`src/rtl/i2c_target.sv`:
```
// i2c_target: I2C responder giving I2C masters pointer-based read/write access to a register file.
// Writes load the pointer and then store bytes; reads return bytes from the pointer. Both auto-increment.
module i2c_target #(
    parameter logic [6:0] TARGET_ADDR = 7'h42,
    parameter int         HOLD_CYCLES = 8
) (
    input  logic       clk,
    input  logic       reset,
    input  logic       scl_in,
    input  logic       sda_in,
    output logic       sda_oe,
    output logic       busy,
    output logic [7:0] reg_addr,
    output logic [7:0] reg_wdata,
    output logic       reg_write,
    output logic       reg_read,
    input  logic [7:0] reg_rdata
);
    localparam int HW = $clog2(HOLD_CYCLES + 1);

    typedef enum logic [3:0] {
        IDLE, ADDR, ADDR_ACK, PTR, PTR_ACK, WDATA, WDATA_ACK, RDATA, RDATA_ACK, IGNORE
    } state_t;

    state_t         state_q, state_d;
    logic [2:0]     scl_s_q, sda_s_q, cnt_q, cnt_d;
    logic [6:0]     sr_q, sr_d;
    logic [7:0]     tx_q, tx_d, addr_q, addr_d, wdata_q, wdata_d;
    logic [HW-1:0]  hold_q, hold_d;
    logic           oe_q, oe_d, busy_q, busy_d, rw_q, rw_d;
    logic           write_q, write_d, read_q, read_d, pend_q, pend_d;
    logic           rise, fall, start, stop, sda_bit, last, ack_exit;
    logic [7:0]     byte_in;

    // Bits [1:0] synchronise the pads; bit 2 is the previous level for edge detection.
    assign rise     = scl_s_q[1] & ~scl_s_q[2];
    assign fall     = ~scl_s_q[1] & scl_s_q[2];
    assign start    = scl_s_q[1] & scl_s_q[2] & sda_s_q[2] & ~sda_s_q[1];
    assign stop     = scl_s_q[1] & scl_s_q[2] & ~sda_s_q[2] & sda_s_q[1];
    assign sda_bit  = sda_s_q[1];
    assign byte_in  = {sr_q, sda_bit};
    assign last     = cnt_q == 3'd7;
    // ACK slots span one extra SCL rise; leave on the fall that follows it.
    assign ack_exit = fall && cnt_q == 3'd1;

    assign sda_oe    = oe_q & ~reset;
    assign busy      = busy_q;
    assign reg_addr  = addr_q;
    assign reg_wdata = wdata_q;
    assign reg_write = write_q;
    assign reg_read  = read_q;

    always_comb begin
        state_d = state_q;
        cnt_d   = rise ? cnt_q + 3'd1 : cnt_q;
        sr_d    = rise ? byte_in[6:0] : sr_q;
        tx_d    = read_q ? reg_rdata : tx_q;
        hold_d  = fall ? HW'(HOLD_CYCLES) : (hold_q != '0 ? hold_q - HW'(1) : hold_q);
        oe_d    = oe_q;
        busy_d  = busy_q;
        rw_d    = rw_q;
        addr_d  = write_q ? addr_q + 8'd1 : addr_q;
        wdata_d = wdata_q;
        write_d = 1'b0;
        read_d  = pend_q;
        pend_d  = 1'b0;
        if (hold_q == HW'(1))
            oe_d = (state_q inside {ADDR_ACK, PTR_ACK, WDATA_ACK}) || (state_q == RDATA && !tx_q[7]);
        case (state_q)
            ADDR: if (rise && last) begin
                if (byte_in[7:1] == TARGET_ADDR) begin
                    state_d = ADDR_ACK;
                    busy_d  = 1'b1;
                    rw_d    = byte_in[0];
                    read_d  = byte_in[0];
                end else begin
                    state_d = IGNORE;
                end
            end
            ADDR_ACK: if (ack_exit) begin
                state_d = rw_q ? RDATA : PTR;
                cnt_d   = '0;
            end
            PTR: if (rise && last) begin
                addr_d  = byte_in;
                state_d = PTR_ACK;
            end
            PTR_ACK, WDATA_ACK: if (ack_exit) begin
                state_d = WDATA;
                cnt_d   = '0;
            end
            WDATA: if (rise && last) begin
                write_d = 1'b1;
                wdata_d = byte_in;
                state_d = WDATA_ACK;
            end
            RDATA: begin
                if (fall) tx_d = {tx_q[6:0], 1'b0};
                if (rise && last) state_d = RDATA_ACK;
            end
            RDATA_ACK: begin
                // The pointer advances on NACK as well, so it always ends past the last byte read.
                if (rise) begin
                    addr_d  = addr_q + 8'd1;
                    pend_d  = !sda_bit;
                    state_d = sda_bit ? IGNORE : RDATA_ACK;
                end
                if (ack_exit) begin
                    state_d = RDATA;
                    cnt_d   = '0;
                end
            end
            default: ;
        endcase
        if (start || stop) begin
            state_d = start ? ADDR : IDLE;
            cnt_d   = '0;
            oe_d    = 1'b0;
            busy_d  = 1'b0;
            pend_d  = 1'b0;
        end
    end

    always_ff @(posedge clk or posedge reset) begin
        if (reset) begin
            state_q <= IDLE;
            scl_s_q <= 3'b111;
            sda_s_q <= 3'b111;
            cnt_q   <= '0;
            sr_q    <= '0;
            tx_q    <= '0;
            hold_q  <= '0;
            oe_q    <= 1'b0;
            busy_q  <= 1'b0;
            rw_q    <= 1'b0;
            addr_q  <= '0;
            wdata_q <= '0;
            write_q <= 1'b0;
            read_q  <= 1'b0;
            pend_q  <= 1'b0;
        end else begin
            state_q <= state_d;
            scl_s_q <= {scl_s_q[1:0], scl_in};
            sda_s_q <= {sda_s_q[1:0], sda_in};
            cnt_q   <= cnt_d;
            sr_q    <= sr_d;
            tx_q    <= tx_d;
            hold_q  <= hold_d;
            oe_q    <= oe_d;
            busy_q  <= busy_d;
            rw_q    <= rw_d;
            addr_q  <= addr_d;
            wdata_q <= wdata_d;
            write_q <= write_d;
            read_q  <= read_d;
            pend_q  <= pend_d;
        end
    end
endmodule

```
`config.mk`:
```
export PLATFORM = sky130hd
export DESIGN_NAME = i2c_target
export DESIGN_NICKNAME = d
export VERILOG_FILES = /design/src/rtl/i2c_target.sv
export SDC_FILE = /design/constraint.sdc
export NUM_CORES = 1
export LEC_CHECK = 0
export CAP_MARGIN = 40
export CORE_MARGIN = 2
export CORE_UTILIZATION = 50
export DETAILED_ROUTE_END_ITERATION = 8
export PLACE_DENSITY_LB_ADDON = 0.12
export SYNTH_ARGS = -nofsm -noshare
export SYNTH_HDL_FRONTEND = slang
export SYNTH_SLANG_ARGS = --single-unit
```
`constraint.sdc`:
```
create_clock -name clk -period 1.8 [get_ports clk]
set_input_delay 0.27 -clock clk [delete_from_list [all_inputs] [get_ports clk]]
set_output_delay 0.27 -clock clk [all_outputs]
set_load 0.05 [all_outputs]
```
; Word-level counts from Yosys, hierarchy flattened
; Index checks and enable logic that the tools add are counted.
[classes]
eq_ne = 19
n_bitwise = 13
muxes = 41
reduce_logical = 21
n_addsub = 3
[op_table]
columns = op, n
row1 = two-way mux 4 bit, 12
row2 = two-way mux 8 bit, 6
row3 = case mux 4 bit (7 select lines), 1
row4 = equality test 4 x 3 -> 1 bit (second input constant), 4
row5 = two-way mux 1 bit, 16
row6 = case mux 8 bit (2 select lines), 1
row7 = two-way mux 3 bit, 5
row8 = inequality test 3 bit (second input constant), 4
row9 = nonzero test 2 bit, 5
row10 = adder 8 x 1 -> 8 bit (second input constant), 1
row11 = AND 1 bit, 8
row12 = equality test 4 x 1 -> 1 bit (second input constant), 2
row13 = equality test 4 x 2 -> 1 bit (second input constant), 2
row14 = AND reduction 8 bit, 1
row15 = nonzero test 8 bit, 1
row16 = equality test 7 bit (second input constant), 1
row17 = AND reduction 3 bit, 2
row18 = NOT 1 bit, 5
row19 = equality test 4 bit (second input constant), 1
row20 = inequality test 4 bit (second input constant), 1
row21 = nonzero test 4 bit, 1
row22 = OR reduction 4 bit, 1
row23 = subtractor 4 x 1 -> 4 bit (second input constant), 1
row24 = adder 3 x 1 -> 3 bit (second input constant), 1
row25 = 10 further kinds, 14
[word_totals]
word_cells = 112
output_inout_bits = 20
ff_bits = 54

; Logic depth before layout (Yosys ltp)
; Gate-level depths: netlist (run 1).
[logic_depth]
depth_word = 6
mapped_depth = 7
depth_no_buf = 7

; Least setup slack after synthesis (run 1)
; No wires, ideal clock.
[synth_timing]
path_kind = register to register
startpoint = register cnt_q[0]
endpoint = register wdata_q[0], in the netlist reg_wdata[0]
required_ps = 1675
arrival_ps = 1679
setup_slack_ps = -4
path_stages_with_launch = 7
cell_sequence = dfrtp_1 ha_1 ha_1 nand4b_1 or4_4 buf_6 mux2_4
[synth_via]
elab_chain_cells = 3
[synth_rtl]
columns = item, line
row1 = "start, declared", 26  ; logic [2:0] scl_s_q, sda_s_q, cnt_q, cnt_d;
row2 = "start signal, assigned", 145  ; cnt_q <= cnt_d;
row3 = equality test 3 bit, 42  ; assign last = cnt_q == 3'd7;
row4 = logical AND 1 bit, 92  ; WDATA: if (rise && last) begin
row5 = AND reduction 2 bit (no line), -
row6 = "end signal, assigned", 153  ; wdata_q <= wdata_d;
row7 = "end, declared", 28  ; logic [7:0] tx_q, tx_d, addr_q, addr_d, wdata_q, wdata_d;
; No other way between the ends.
; A chain may end at the register's enable or synchronous reset.

; Worst setup path after layout (run 1)
[layout_timing]
startpoint = register cnt_q[1]
endpoint = register state_q[1]
[layout_via]
elab_chain_cells = 5
elab_cells_between_ends = 15
[layout_rtl]
columns = item, line
row1 = equality test 3 x 1 -> 1 bit, 44  ; assign ack_exit = fall && cnt_q == 3'd1;
row2 = logical AND 1 bit, 44
row3 = two-way mux 4 bit, 108  ; if (ack_exit) begin
row4 = case mux 4 bit (7 select lines), 69  ; case (state_q)
row5 = two-way mux 4 bit, 115  ; if (start || stop) begin
row6 = "end signal, assigned", 142  ; state_q <= state_d;
row7 = "end, declared", 25  ; state_t state_q, state_d;
; Several ways; a longest one is shown, not always the timed one.

==> impl_metrics.yaml, run 1 <==
yosys:
  syn_avg_cell_area_um2: 10.6
  synth_edf_count: 0
  ys_types: 58
  syn_nets: 281
  yosys_warnings: 0
  ys_ff_latch: 54
  synth_ff_type: "dfrtp_1"
  syn_inst: 263
  yosysSeqAreaShare_pct: 48.6
  async_reset_ff_share_pct: 100
  netlist_area_mm2: 0.00280
detailed_routing:
  avgViaCountPerCell: 5.52
  drc: 0
  wirelength_um: 5880
  wl_per_cell_um: 15.1
  vias: 2152
  antenna_left: 0
  drt_iter0_markers: 119
  first_pass_iters: 4
grt:
  antenna_found_initial: 0
  grt_overflow: 0
  grt_start_max_net_pins: 55
  grt_pass1_vias: 2038
  grt_usage_pct: 20.0
  grt_pass1_wl_um: 9800
setup_path:
  crit_path_frequent_cell: "buf_4"
  cp_num_buf_inv: 3
  critPathArrivalTime_ps: 2090
  end_kind: "register"
  crit_chain: "buf_4 > inv_1 > ha_1 > nand4bb_1 > or4_4 > nand3b_4 > buf_4 > mux2i_1"
  crit_type: "register to register"
  cpPeakStageDelay_ps: 450
  cpMaxStageDelayCell: "or4_4"
  cp-start-kind: "register"
  critPathTopFamily: "simple AND/OR/NAND/NOR gates"
  critPathMaxFanout: 6
  critPathRequiredTime_ps: 2030
floorplanning:
  core_mm2: 0.00544
  dieHeight_um: 78.8
  die_x_um: 78.8
  initial_core_util_pct: 51.4
  fp-row-count: 27
  die_area_mm2: 0.00621
  io_pins: 32
clocking:
  clock_path_buffers: 2
  hold_buffers: 0
  clkTransAtPathRegs_ps: 100
  clock_latency_ps: 310
  clock_sinks: 54
  root_buffer: "clkbuf_8"
  cts_inserted_buffers: 5
  cts.htree.levels: 2
  cts_tree: "built"
layout:
  areaGrowthSynthToFinish_pct: 26.3
  drive_gt1_share_pct: 28.6
  num-nets-final: 335
  post-route-util_pct: 64.9
  num_antenna_cells: 0
sta:
  worst_slack_ps: -66.6
  fin_crit_ps: 1870
  finalSetupViolCount: 9
  slew_headroom_pct: 66.1
  report.final.slew_viol_count: 0
  skew_ps: 6.68
  rsz0062_at_grt: "true"
  fin_crit_sh_pct: 104
  tightestPinTransition_ps: 509
  hold_viol: 0
  timing.fmax_mhz: 536
flow_run:
  max_cap_violations: 0
outcome:
  violations: "negative setup slack"
  outcome: "finished with violations"
pwr:
  peakVddDrop_v: 0.000762
  p_leak_uw: 0.00154
  power_density_mw_per_mm2: 1140
worst_hold_path:
  min_path_type: "input pin to asynchronous set/reset pin"
placement:
  numPortBuffers: 31
  place_worst_setup_slack_ps: -26.0
  place_congestion: 0.824
  dp.final_hpwl_um: 3940
[cell usage in the layout, fill, tap and decap left out, drive strengths merged, types with 2 or more instances in the layout]
cell type	n
and3	4
nor3b	3
mux2i	12
a22oi	2
or4	3
a211oi	3
nor2b	2
nand4b	3
nand3b	2
buf	43
clkdlybuf4s50	17
o2111ai	3
o31ai	3
o211ai	4
a21o	2
nand3	8
xor2	3
dfstp	6
nand4	2
and2	2
nand2	29
ha	6
a21oi	10
xnor2	8
inv	7
nor4b	2
or3	2
nor2	18
o21ai	19
mux2	17
dfrtp	48
clkbuf	6
[cell usage after synthesis (4+ instances only)]
cell | n | share of area [%]
mux2_4 | 8 | 4.3
nor2_1 | 18 | 2.4
o21ai_0 | 17 | 3.0
nand3_1 | 8 | 1.4
dfstp_2 | 6 | 5.6
and3_1 | 4 | 0.89
mux2_2 | 9 | 3.6
ha_1 | 6 | 2.7
inv_1 | 6 | 0.80
dfrtp_1 | 48 | 43
a21oi_1 | 10 | 1.8
o211ai_1 | 4 | 1.1
buf_2 | 7 | 1.3
mux2i_1 | 12 | 4.3
xnor2_1 | 8 | 2.5
clkbuf_1 | 5 | 0.67
nand2_1 | 29 | 3.9
[per-layer routing]
layer / GRT usage [%] / part of all wire, % / vias to the layer above
met5: 0 / 0 / -
met4: 4.21 / 1.3 / 0
met3: 4.20 / 4.9 / 9
met2: 31.1 / 45 / 49
met1: 29.0 / 49 / 1035
li1: - / - / 1059
[logic make-up (layout without fill, tap and decap cells)]
logic type,after synthesis,after routing,share of synthesized area [%]
XOR/XNOR,11,11,3.44
flip-flops,54,54,48.6
buffers and inverters,21,75,3.40
adder cells (fa/ha/maj),6,6,2.68
multiplexers,29,29,12.2
AND/OR/NAND/NOR,86,87,17.0
AO/OA/AOI/OAI,56,56,12.7
[path summary, 6_finish.rpt]
| check | depth (start not counted) | slack [ps] | end | startpoint |
|---|---|---|---|---|
| worst max-delay path | 8 | -70 | state_q[1] | cnt_q[1] |
| max in group asynchronous | 3 | 1150 | scl_s_q[1] | reset |
| min in group clk | 0 | 360 | sda_s_q[1] | sda_s_q[0] |
| worst min register to register | 0 | 360 | sda_s_q[1] | sda_s_q[0] |
| worst max register to register | 8 | -70 | state_q[1] | cnt_q[1] |
| worst min-delay path | 3 | 340 | oe_q | reset |
[final cells by class]
cell class | instances | area, µm²
fillers | 449 | 1910
multi-input cells | 189 | 1420
flip-flops and latches | 54 | 1360
repair buffers | 60 | 531
well taps | 72 | 90.1
clock buffers | 6 | 72.6
clock inverters | 2 | 37.5
inverters | 7 | 26.3
[metrics by stage]
| step | std cells | hold slack (ps) | setup TNS (ps) | total power [µW] | cell area, µm² |
|---|---|---|---|---|---|
| after floorplan | 263 | 274 | 0 | 2680 | 2800 |
| after global placement | 375 | 345 | 0 | 3090 | 3310 |
| after detailed placement | 375 | 349 | -180 | 3130 | 3310 |
| after CTS | 386 | 356 | -139 | 3980 | 3460 |
| after global routing | 390 | 346 | -1140 | 4290 | 3530 |
| final | 390 | 336 | -358 | 4020 | 3530 |
[where the power goes]
| part | leakage (µW) | switching, µW | internal, µW |
|---|---|---|---|
| Clock | 0.0000514 | 397 | 415 |
| Sequential | 0.000669 | 319 | 1520 |
| Combinational | 0.000820 | 706 | 665 |
| Total | 0.00154 | 1420 | 2600 |
[registers in the layout (all words and copies together), names as in the netlist, 3 cells and up]
signal,count
hold_q,4
reg_addr,8
tx_q,8
cnt_q,3
scl_s_q,3
sda_s_q,3
reg_wdata,8
state_q,4
sr_q,7
[repair_timing]
item / CTS / global route
pin swaps: 0 / 4
gates resized for setup: 3 / 12
setup buffers: 2 / 4
cloned: 1 / 0
setup endpoints to repair: 8 / 20
[tightest hold or removal path: stages]
cell             delay (ps)
clkdlybuf4s50_1         430
inv_2                    80
buf_12                  260
No activity file was read; power rests on OpenSTA's default activity.
==> run 2: changes to the inputs <==
--- a/config.mk
+++ b/config.mk
@@ -10,6 +10,7 @@
 export CORE_UTILIZATION = 50
 export DETAILED_ROUTE_END_ITERATION = 8
 export PLACE_DENSITY_LB_ADDON = 0.12
+export SLEW_MARGIN = 20
 export SYNTH_ARGS = -nofsm -noshare
 export SYNTH_HDL_FRONTEND = slang
 export SYNTH_SLANG_ARGS = --single-unit
==> results of run 2 <==
The final DEF is identical to that of run 1; final timing and power are the same.
==> edit: new RTL, config.mk and constraints of run 2 <==
Put a register stage on the output `sda_oe`, without a reset. The value now appears one clock later. The other outputs are not delayed to match.
--- a/src/rtl/i2c_target.sv
+++ b/src/rtl/i2c_target.sv
@@ -45,3 +45,5 @@
 
-    assign sda_oe    = oe_q & ~reset;
+    always_ff @(posedge clk) begin
+        sda_oe <= oe_q & ~reset;
+    end
     assign busy      = busy_q;
Function: no difference found for any inputs over 10 cycles, from zero or initial values and one cycle with reset high; that may be too few to reach the edited logic, so the function may still have changed.
==> edit against run 2 <==
The run still ends with setup timing left; power decreased by 4.6%; die area increased by 0.69%; worst setup slack improved by 55 ps; combinational power decreased by 6%; sequential cell count increased by 1; area after synthesis increased by 0.72%; hold slack improved by 22 ps; routed wire length decreased by 5.0%; design area decreased by 1.9%; non-clock buffer count decreased by 4; clock skew increased by 3.7 ps; highest routed layer unchanged.
==> edit: results (changes against run 2) <==
- Multi-input combinational area share: 40.2% (+0.074 points)
- Routed length on met1: 2870 um (+0.35%)
- Number of cells produced by synthesis: 264 (+0.38%)
- Final Wtd Congestion: 0.831 (+0.95%)
- Final hold slack: 358 ps (+21.8 ps)
- Largest net degree at the start of global routing: 30 (-45%)
- P_sw: 0.00139 W (-2.0%)
- Buffers, non-clock: 56 (-6.7%)
- Final setup margin: -11.2 ps (+55.4 ps)
- Metal2 WL: 2390 um (-10%)
- Post-synthesis xor/xnor area fraction: 3.42% (-0.024 points)
- Clock net power: 0.000696 W (-14%)
- Async SR Flop Fraction: 98.2% (-1.8 points)
- PwrDens: 1110 nW/um2 (-2.7%)
- Layout cells sized above 1: 27.0% (-1.6 points)
- DP HPWL: 3870 um (-1.6%)
- # resized after CTS: 0 (-3)
- Layout area overhead: 22.9%
- Worst Skew: 10.3 ps (+3.65 ps)
- Met1 Use GR: 30.7% (+1.7 points)
- Multiplexer area fraction after synthesis: 12.1% (-0.087 points)
- Post-CTS Repair Setup Buffers: 0 (-2)
- Vias in the first global route: 1981 (-2.8%)
- CP arrival: 2020 ps (-70 ps)
- Multi-input logic area: 1390 um2 (-1.8%)
- Yosys cell types: 59 (+1.7%)
- Violated checks: setup timing
- Layout fillers: 468 (+4.2%)
- Final setup viols: 5 (-4)
- Status: complete, but fails checks
- CP Max Fanout: 5 (-1)
- GRT Total Usage: 19.4% (-0.55 points)
- Fin nets: 332 (-0.90%)
- Post-Syn Nets: 282 (+0.36%)
- M3 GR Usage: 3.07% (-1.1 points)
- Seq cells: 55 (+1.9%)
- Sequential portion of the cell area: 39.8% (+1.3 points)
- Routed vias: 2120 (-1.5%)
## edit: changes by cell type in the layout (fill, tap and decap cells not counted), sizes merged
cell                  run 2  this run
clkinv                    0         2
buf                      43        38
inv                       7         8
bufinv                    1         0
clkbuf                    6         5
dlymetal6s2s              0         3
dfxtp                     0         1
clkinvlp                  1         0
clkdlybuf4s50            17        15
## edit: stage by stage
stage / util (%) / setup TNS, ps
after global placement: 60.4 / 0
after detailed placement: 60.4 / 0
after CTS: 62.0 / -80.2
final: 63.3 / -49.7
after floorplan: - / 0
after global routing: 63.3 / -727
## edit: worst max-delay path by stage
| stage | end | slack [ps] |
|---|---|---|
| floorplan | reg_wdata[0] | 3 |
| global placement | reg_wdata[5] | 40 |
| detailed placement | reg_wdata[0] | 0.4 |
| CTS | reg_wdata[2] | -10 |
| global route | reg_wdata[2] | -100 |
| finish | reg_wdata[2] | -10 |
